==> config.mk <==
export PLATFORM = sky130hd
export DESIGN_NAME = fetch_ctrl
export DESIGN_NICKNAME = d
export VERILOG_FILES = /design/src/rtl/fetch_pkg.sv /design/src/rtl/sat_counter.sv /design/src/rtl/fetch_ctrl.sv
export SDC_FILE = /design/constraint.sdc
export NUM_CORES = 1
export LEC_CHECK = 0
export BUFFER_PORTS_ARGS = -buffer_cell sky130_fd_sc_hd__buf_2
export CORE_MARGIN = 2
export CORE_UTILIZATION = 45
export CTS_CLUSTER_SIZE = 16
export DETAILED_ROUTE_END_ITERATION = 6
export PLACE_DENSITY_LB_ADDON = 0.08
export SYNTH_ARGS = -nofsm -noshare
export SYNTH_HDL_FRONTEND = slang
export SYNTH_SLANG_ARGS = --single-unit
==> constraint.sdc <==
create_clock -name clk -period 2 [get_ports clk]
set_input_delay 0.1 -clock clk [delete_from_list [all_inputs] [get_ports clk]]
set_output_delay 0.1 -clock clk [all_outputs]
set_load 0.05 [all_outputs]
==> src/rtl/fetch_pkg.sv <==
/*----------------------------------------------------------------------------
 * fetch_pkg : shared types and constants for the fetch controller
 * Revision  : 1.0
 *--------------------------------------------------------------------------*/
`default_nettype none

package fetch_pkg;

  typedef enum logic [1:0] {
    ST_IDLE  = 2'd0,
    ST_FETCH = 2'd1,
    ST_DRAIN = 2'd2
  } fetch_state_e;

  localparam logic [1:0] PCSRC_PLUS4   = 2'b00;
  localparam logic [1:0] PCSRC_BRANCH  = 2'b01;
  localparam logic [1:0] PCSRC_JALR    = 2'b10;
  localparam logic [1:0] PCSRC_ILLEGAL = 2'b11;

  function automatic logic is_redirect(input logic [1:0] sel);
    return (sel == PCSRC_BRANCH) || (sel == PCSRC_JALR);
  endfunction

endpackage

`default_nettype wire

==> src/rtl/sat_counter.sv <==
/*----------------------------------------------------------------------------
 * sat_counter : up-counter that sticks at all-ones instead of wrapping
 * Revision    : 1.0
 *--------------------------------------------------------------------------*/
`default_nettype none

module sat_counter #(
  parameter int WIDTH = 16
) (
  input  logic             clk,
  input  logic             rst_n,
  input  logic             inc,
  output logic [WIDTH-1:0] count
);

  logic [WIDTH-1:0] count_q;

  always_ff @(posedge clk or negedge rst_n) begin
    if (!rst_n) begin
      count_q <= '0;
    end else if (inc && (count_q != {WIDTH{1'b1}})) begin
      count_q <= count_q + 1'b1;
    end
  end

  assign count = count_q;

endmodule

`default_nettype wire

==> src/rtl/fetch_ctrl.sv <==
/*----------------------------------------------------------------------------
 * fetch_ctrl : instruction fetch sequencer with hazard/redirect handling
 * Revision   : 1.0
 *--------------------------------------------------------------------------*/
`default_nettype none

module fetch_ctrl
  import fetch_pkg::*;
#(
  parameter int CNT_WIDTH = 16
) (
  input  logic                 clk,
  input  logic                 rst_n,
  input  logic                 trigger,
  input  logic                 imem_ready,
  input  logic [1:0]           pcsrc_e,
  input  logic                 load_use,
  output logic [1:0]           pcsrc,
  output logic                 pc_en,
  output logic                 imem_req,
  output logic                 stall_d,
  output logic                 flush_d,
  output logic                 flush_e,
  output logic [CNT_WIDTH-1:0] redirect_cnt,
  output logic [CNT_WIDTH-1:0] stall_cnt,
  output logic                 err
);

  fetch_state_e state_q, state_d;
  logic         halt_pending_q, halt_pending_d;
  logic         err_q, err_d;
  logic         redirect_inc;
  logic         stall_inc;

  always_ff @(posedge clk or negedge rst_n) begin
    if (!rst_n) begin
      state_q        <= ST_IDLE;
      halt_pending_q <= 1'b0;
      err_q          <= 1'b0;
    end else begin
      state_q        <= state_d;
      halt_pending_q <= halt_pending_d;
      err_q          <= err_d;
    end
  end

  always_comb begin
    state_d        = state_q;
    halt_pending_d = halt_pending_q;
    pcsrc          = PCSRC_PLUS4;
    pc_en          = 1'b0;
    imem_req       = 1'b0;
    stall_d        = 1'b0;
    flush_d        = 1'b0;
    flush_e        = 1'b0;
    redirect_inc   = 1'b0;

    case (state_q)
      ST_IDLE: begin
        flush_d = 1'b1;
        flush_e = 1'b1;
        if (trigger) state_d = ST_FETCH;
      end

      ST_FETCH: begin
        imem_req = 1'b1;
        if (is_redirect(pcsrc_e)) begin
          pcsrc        = pcsrc_e;
          pc_en        = 1'b1;
          flush_d      = 1'b1;
          flush_e      = 1'b1;
          redirect_inc = 1'b1;
          // The redirect always lands; a simultaneous halt then follows the normal halt path.
          if (!imem_ready) begin
            state_d        = ST_DRAIN;
            halt_pending_d = !trigger;
          end else if (!trigger) begin
            state_d = ST_IDLE;
          end
        end else if (!trigger) begin
          stall_d = !imem_ready;
          if (imem_ready) begin
            state_d = ST_IDLE;
          end else begin
            state_d        = ST_DRAIN;
            halt_pending_d = 1'b1;
          end
        end else if (!imem_ready) begin
          stall_d = 1'b1;
        end else if (load_use) begin
          stall_d = 1'b1;
          flush_e = 1'b1;
        end else begin
          pc_en = 1'b1;
        end
      end

      ST_DRAIN: begin
        flush_d = 1'b1;
        if (imem_ready) begin
          state_d        = halt_pending_q ? ST_IDLE : ST_FETCH;
          halt_pending_d = 1'b0;
        end
      end

      default: begin
        state_d        = ST_IDLE;
        halt_pending_d = 1'b0;
      end
    endcase
  end

  assign stall_inc = (state_q == ST_FETCH) && !pc_en;
  assign err_d     = err_q || (pcsrc_e == PCSRC_ILLEGAL);
  assign err       = err_q;

  sat_counter #(.WIDTH(CNT_WIDTH)) u_redirect_cnt (
    .clk   (clk),
    .rst_n (rst_n),
    .inc   (redirect_inc),
    .count (redirect_cnt)
  );

  sat_counter #(.WIDTH(CNT_WIDTH)) u_stall_cnt (
    .clk   (clk),
    .rst_n (rst_n),
    .inc   (stall_inc),
    .count (stall_cnt)
  );

endmodule

`default_nettype wire

Yosys cells after proc, flatten, opt, wreduce, memory -nomap -nowiden --
Index checks and enable logic that the tools add are counted.
Word-level totals: flip-flop bits (word level) 36, input bits 7, output and inout port bits 40, word-level logic and storage cells 67
Operators by class: add/subtract/negate cells 2, eq/ne operators 12, muxes and demuxes 35, bitwise gates (word level) 1, reduce and logical (&&, ||, !) cells 12
Operator list (number):
- 16-bit by 1-bit adder with 16-bit output, second input constant | 2
- 16-bit inequality test, second input constant | 2
- 1-bit 2-to-1 mux | 22
- 2-bit 2-to-1 mux | 9
- 4-bit AND reduction | 2
- 2-bit equality test, second input constant | 3
- 2-bit inequality test, second input constant | 3
- 3-bit inequality test, second input constant | 2
- 2-bit case mux with 3 select lines | 1
- 2-bit by 1-bit equality test with 1-bit output, second input constant | 2
- 1-bit case mux with 2 select lines | 2
- 1-bit logical AND | 3
- 1-bit logical NOT | 3
- 1-bit case mux with 3 select lines | 1
- 2-bit logical NOT | 1
- 1-bit logical OR | 2
- 2-bit OR reduction | 1
- 1-bit NOT | 1

Longest topological paths before layout --
Gate-level depths: netlist (run 1).
word-level depth 8, mapped depth 6, depth with buffers taken out 6

Cells and area by module --
A second synthesis (run 1) with hierarchy kept.
Unflattened totals: cell total of the unflattened synthesis 181, area total of the unflattened synthesis 2030.7 µm²
By module, submodules not included:
- sat_counter | times used 2, cells each 72, area each 859.6 µm², sequential area each 400.4 µm²
- fetch_ctrl | times used 1, cells each 37, area each 311.5 µm², sequential area each 100.1 µm²

Least setup slack after synthesis (run 1) --
No wires, ideal clock.
path kind register to register, start register u_redirect_cnt.count_q[0] (netlist: u_redirect_cnt.count[0]), end register u_redirect_cnt.count_q[1] (netlist: u_redirect_cnt.count[1]), setup time 0.125 ns, arrival time 2.030 ns, data required time 1.875 ns, slack -0.155 ns, stages on the path, launching flop included 7, path buffers 1, period minus slack after synthesis 2.155 ns, path through dfrtp_1 -> ha_1 -> and2_1 -> and2_0 -> clkbuf_1 -> a21boi_0 -> mux2_2
On the way: longest elaborated chain between the ends 2, elaborated cells on any way between the ends 3, classes of those cells 1 x add/sub; 1 x eq/ne; 1 x reduce/logical
Ends and longest elaborated chain:
- start, declared | RTL line sat_counter.sv:16 | logic [WIDTH-1:0] count_q;
- start signal, assigned | RTL line sat_counter.sv:22 | count_q <= count_q + 1'b1;
- branches (longest 2 deep; another with 16-bit by 1-bit adder with 16-bit output)
Several ways; the timed one is not identified. A chain may end at the register's enable or synchronous reset.

Worst setup path in the final report (run 1) --
Ends and elaborated chain as after synthesis.

==> flow_summary.toml, run 1 <==
[run_status]
status = "completed"

[layout]
instances_no_fill = 292
nets = 253
drive_gt1_share_pct = 36.0
n_antenna_cell = 0
final_util_pct = 59.1
finalInstanceArea_mm2 = 0.00238
layout_commonest_cell = "buf_2"
layout_common_cells = "buf_2, dfrtp_1, nand3_1"
syn2layout_area_growth_pct = 25.7

[placed_design]
numPortBuffers = 46
place_inst = 283
placed_cell_area_mm2 = 0.00226
hpwlAfterDp_um = 3150
place.gp.congestion = 0.811

[drt]
vias_per_cell = 5.51
vias = 1608
wl_per_cell_um = 14.8
drt_iter0_drc = 102
first_pass_iters = 4
drt-total-wl_um = 4330
drc = 0
ant_nets = 0

[power]
pwr-share-seq_pct = 38.3
power.share.clock_pct = 24.0
switching_share_pct = 42.7
p_per_area_mw_per_mm2 = 1110
power.switching_mw = 1.13
peakVddDrop_mv = 1.15
p_leak_nw = 1.17
intPower_mw = 1.52
combPwrFrac_pct = 37.7

[timing]
final_hold_viol_count = 0
max_freq_ghz = 0.548
slew_headroom_pct = 45.7
min_period_ns = 1.83
rsz0062_at_grt = "no"
setup_viol = 0
tightest_slew_ns = 0.814
finalCritPeriodShare_pct = 91.3
maxSlewViolCount = 0
hold_slack_ns = 0.0511
fin_worst_skew_ns = 0.00944

[synth]
synth_top_cell_by_area = "dfrtp_1"
syn_inst = 180
synth_area_leaders = "dfrtp_1, xnor2_1, xor2_1"
ys_seq_area_share_pct = 47.6
synth_nets = 192
synth_flop_cell = "dfrtp_1"
synth_top_area_share_pct = 47.6
syn_avg_cell_area_um2 = 10.5
ys_seq_elements = 36
synth_cell_type_count = 43
async_reset_ff_share_pct = 100
synthesis.area_mm2 = 0.00189
synth-edff-count = 0
yosysWarnings = 0

[floorplanning]
io_pins = 47
die_w_um = 68.9
die_h_um = 68.9
start_util_pct = 47.0
core_area_mm2 = 0.00403
die-area_mm2 = 0.00474
rows = 23

[global_routing]
antenna_found_initial = 0
grt-ovfl-total = 0
grt_max_degree = 37
grt_pass1_vias = 1574
grt_use_total_pct = 20.6
grt_pass1_wl_um = 7140

[hold_path]
worstHoldEndpoint = "state_q[1]"
hold_class = "input pin to flip-flop"
min_path_cells = 2
worstHoldStart = "imem_ready"

[worst_setup_path]
critPathMaxFanout = 4
ff2ff_path_depth = 5
start_kind = "flip-flop"
endpoint_kind = "flip-flop"
crit_type = "flip-flop to flip-flop"
rrSetupSlack_ns = 0.17
regToRegStartpoint = "u_redirect_cnt.count[0]"
critPathArrivalTime_ns = 2.00
critical_path_required_ns = 2.17
worst_r2r_endpoint = "u_redirect_cnt.count[1]"

[clocking]
ctsResizeCount = 0
h-tree-depth = 2
cts_num_sinks = 36
cts_tree = "built"
numCtsBuffers = 5
clockBufferDepth = 2
clk_pin_slew_ns = 0.06
root_buffer = "clkbuf_8"
insertion_delay_ns = 0.30

[flow_run]
drv_cap = 0
cells by family after synthesis:
kind of cell / Yosys count / share of synthesized area, %
simple gates: 70 / 22.5
flops: 36 / 47.6
compound gates: 29 / 10.5
xor+xnor: 24 / 11.1
buf+inv: 12 / 2.77
fa+ha+maj: 5 / 3.30
mux: 4 / 2.25
worst max-delay path, stage by stage, from the launching register on:
cell,delay (ns)
dfrtp_2,0.43
ha_1,0.24
and2_1,0.16
and2_0,0.23
a21boi_0,0.29
mux2_2,0.37
through the flow:
step | TNS (ns) | power (mW) | setup slack, ns
3_3_place_gp | 0 | 2.00 | 0.141
3_5_place_dp | 0 | 2.03 | 0.0929
2_1_floorplan | -0.0421 | 1.76 | -0.0421
5_1_grt | 0 | 2.79 | 0.0958
6_report | 0 | 2.65 | 0.174
4_1_cts | 0 | 2.68 | 0.166
power groups by stage:
| stage | Sequential [mW] | Combinational, mW | Clock, mW |
|---|---|---|---|
| after global placement | 1.02 | 0.982 | 0 |
| final | 1.02 | 1.00 | 0.637 |
| after CTS | 1.02 | 1.01 | 0.651 |
| after global routing | 1.04 | 1.06 | 0.680 |
| after floorplan | 1.38 | 0.385 | 0 |
| after detailed placement | 1.03 | 1.00 | 0 |
layout make-up:
cell class,count,area (um2)
well taps,50,62.6
inverters,8,30.0
clock inverters,2,35.0
fillers,376,1650
flip-flops and latches,36,912
clock buffers,6,72.6
multi-input cells,132,946
repair buffers,58,323
repair_timing:
item,in CTS,in global routing
setup buffers,0,0
endpoints found under the hold margin,36,0
endpoints found under the setup margin,0,0
hold buffers,1,0
cells in the mapped netlist (2+ instances only):
cell type,count
a2111oi_2,2
a211oi_1,4
a21oi_1,9
a31oi_1,2
and2_1,3
and3_1,5
and4_1,2
clkbuf_1,3
dfrtp_1,36
ha_1,5
inv_1,8
mux2_2,2
mux2i_1,2
nand2_1,9
nand3_1,16
nand3b_1,2
nand4_1,5
nand4b_1,2
nor2_1,8
nor3_1,3
nor4_2,2
nor4b_1,2
o211ai_1,2
o21ai_0,4
or2_2,2
xnor2_1,13
xor2_1,11
flip-flops by register name, summed over array words and instances (netlist names):
register              cells
u_redirect_cnt.count     16
err                       1
halt_pending_q            1
u_stall_cnt.count        16
state_q                   2
how the worst max path moves through the flow:
stage,from,end,slack [ns],cells after the start
6_report,u_redirect_cnt.count[0],u_redirect_cnt.count[1],0.17,5
5_1_grt,u_redirect_cnt.count[0],u_redirect_cnt.count[1],0.1,5
4_1_cts,u_redirect_cnt.count[0],u_redirect_cnt.count[1],0.17,5
3_5_place_dp,pcsrc_e[0],u_redirect_cnt.count[15],0.09,7
3_3_place_gp,pcsrc_e[0],u_redirect_cnt.count[15],0.14,7
2_1_floorplan,u_redirect_cnt.count[0],u_redirect_cnt.count[1],-0.04,6
per-layer routing:
layer | share of wire [%] | wire length, um | global-route usage [%]
met1 | 42 | 1820 | 24.3
met2 | 52 | 2230 | 35.7
met3 | 4.3 | 184 | 4.06
met4 | 2.1 | 89 | 9.80
met5 | 0 | 0 | 0
Note: power is estimated with default switching activity, not from simulation.
==> run 2, diff against run 1 <==
- CORE_UTILIZATION: 45 -> 30
==> run 2 against run 1 <==
Worst hold slack improved by 0.016 ns. Clock power fell by 16%. Sequential share of layout area fell by 0.10 points. Non-clock buffer count fell by 1. Worst setup slack improved by 0.0057 ns. Sequential cell count did not move. Combinational power fell by 4%. Final cell count rose by 8.2%. Count of clock-buffer cells in the layout rose by 2. Global-route usage fell by 7.3 points. Largest cell class unchanged. Total power fell by 5.0%. Sequential power barely moved. Critical path type unchanged.
==> flow_summary.toml, run 2 (synthesis gave the netlist of run 1 again) <==
[layout]
nets = 252
n_antenna_cell = 0
fill_cells = 629
syn2layout_area_growth_pct = 26.0
final_util_pct = 39.6
drive_gt1_share_pct = 35.3
layout_commonest_cell = "buf_2"
layout_common_cells = "buf_2, dfrtp_1, nand3_1"
ff_latch_area_um2 = 912
multiInputGateArea_um2 = 946
finalInstanceArea_mm2 = 0.00239

[worst_setup_path]
regToRegStartpoint = "u_redirect_cnt.count[0]"
critPathLaunch = "u_redirect_cnt.count[0]"
endpoint_kind = "flip-flop"
critPathMaxFanout = 5
crit_type = "flip-flop to flip-flop"
start_kind = "flip-flop"
critPathArrivalTime_ns = 1.98
critical_path_required_ns = 2.16

[hold_path]
hold_class = "input pin to flip-flop"
worstHoldStart = "imem_ready"

[power]
peakVddDrop_mv = 0.862
p_per_area_mw_per_mm2 = 1060
power.switching_mw = 1.11
combPwrFrac_pct = 38.2
switching_share_pct = 43.8
power_mw = 2.52
pwr-share-seq_pct = 40.4
p_leak_nw = 1.15
power.share.clock_pct = 21.3
intPower_mw = 1.42

[timing]
rsz0062_at_grt = "no"
slew_headroom_pct = 66.3
hold_slack_ns = 0.0672
maxSlewViolCount = 0
tightest_slew_ns = 0.505
finalCritPeriodShare_pct = 91.0
max_freq_ghz = 0.549
fin_worst_skew_ns = 0.00529
finalWorstSetupSlack_ns = 0.180
setup_viol = 0
final_hold_viol_count = 0
min_period_ns = 1.82

[clocking]
clk_pin_slew_ns = 0.07
ctsResizeCount = 0
numCtsBuffers = 5
cts_tree = "built"
insertion_delay_ns = 0.28
cts_num_sinks = 36
hold_buffers = 1
root_buffer = "clkbuf_8"
post-cts-setup-buffer-count = 0
clockBufferDepth = 2
h-tree-depth = 2

[floorplanning]
start_util_pct = 31.4
die_w_um = 83.5
die-area_mm2 = 0.00697
io_pins = 47
die_h_um = 83.5
rows = 28
core_area_mm2 = 0.00603

[global_routing]
grt_pass1_vias = 1460
grt_use_total_pct = 13.2
grt-ovfl-total = 0
grt_pass1_wl_um = 7470
antenna_found_initial = 0
grt_max_degree = 23

[drt]
wl_per_cell_um = 13.5
first_pass_iters = 4
drt-total-wl_um = 4280
vias_per_cell = 4.86
drt_iter0_drc = 69
drc = 0
vias = 1536
ant_nets = 0

[placed_design]
pre_cts_slack_ns = 0.0824
placed_cell_area_mm2 = 0.00229
place.gp.congestion = 0.712
numPortBuffers = 46
hpwlAfterDp_um = 3200

[run_status]
status = "completed"

[flow_run]
drv_cap = 0
## run 2: cell types whose count changed in the layout (fill, tap and decap cells not counted)
cell	delta
clkinv_2	-1
clkbuf_1	+1
bufinv_16	-1
clkbuf_8	+1
buf_4	-1
## run 2: final timing paths
path	endpoint	slack, ns	cells after the start
setup / recovery	u_redirect_cnt.count[1]	0.18	5
hold / removal	state_q[1]	0.07	2
setup reg to reg	u_redirect_cnt.count[1]	0.18	5
hold reg to reg	err	0.47	1
max in group asynchronous	u_stall_cnt.count[7]	1.15	3
min in group asynchronous	u_redirect_cnt.count[4]	0.31	2
## run 2: per-layer routing
metal	track usage, %	share of wire (%)	vias to the layer above
met5	0	0	-
met4	3.52	0.68	0
met3	3.56	3.7	4
met2	20.5	46	29
met1	18.3	50	737
li1	-	-	766
## run 2: area by class of cell
type                    count  area share, %
inverters                   8           1.26
well taps                  75           3.93
multi-input cells         132           39.6
repair buffers             57           13.2
clock buffers               8           3.77
flip-flops and latches     36           38.2
## run 2: power groups by stage
stage          sequential [mW]  combinational, mW  clock [mW]
2_1_floorplan             1.38              0.385           0
3_3_place_gp              1.04              0.969           0
3_5_place_dp              1.04              0.973           0
4_1_cts                   1.02              0.976       0.560
5_1_grt                   1.05               1.04       0.598
6_report                  1.02              0.964       0.537
## run 2: worst max-delay path, stage by stage, from the launching register on
cell      delay (ns)
dfrtp_2         0.43
ha_1            0.22
and2_1          0.19
and2_0          0.17
a21boi_0        0.32
mux2_2          0.37
## run 2: stage by stage
| step | std cells | TNS [ns] |
|---|---|---|
| 3_5_place_dp | 307 | 0 |
| 3_3_place_gp | 307 | 0 |
| 4_1_cts | 316 | 0 |
| 5_1_grt | 316 | 0 |
| 2_1_floorplan | 180 | -0.0421 |
| 6_report | 316 | 0 |
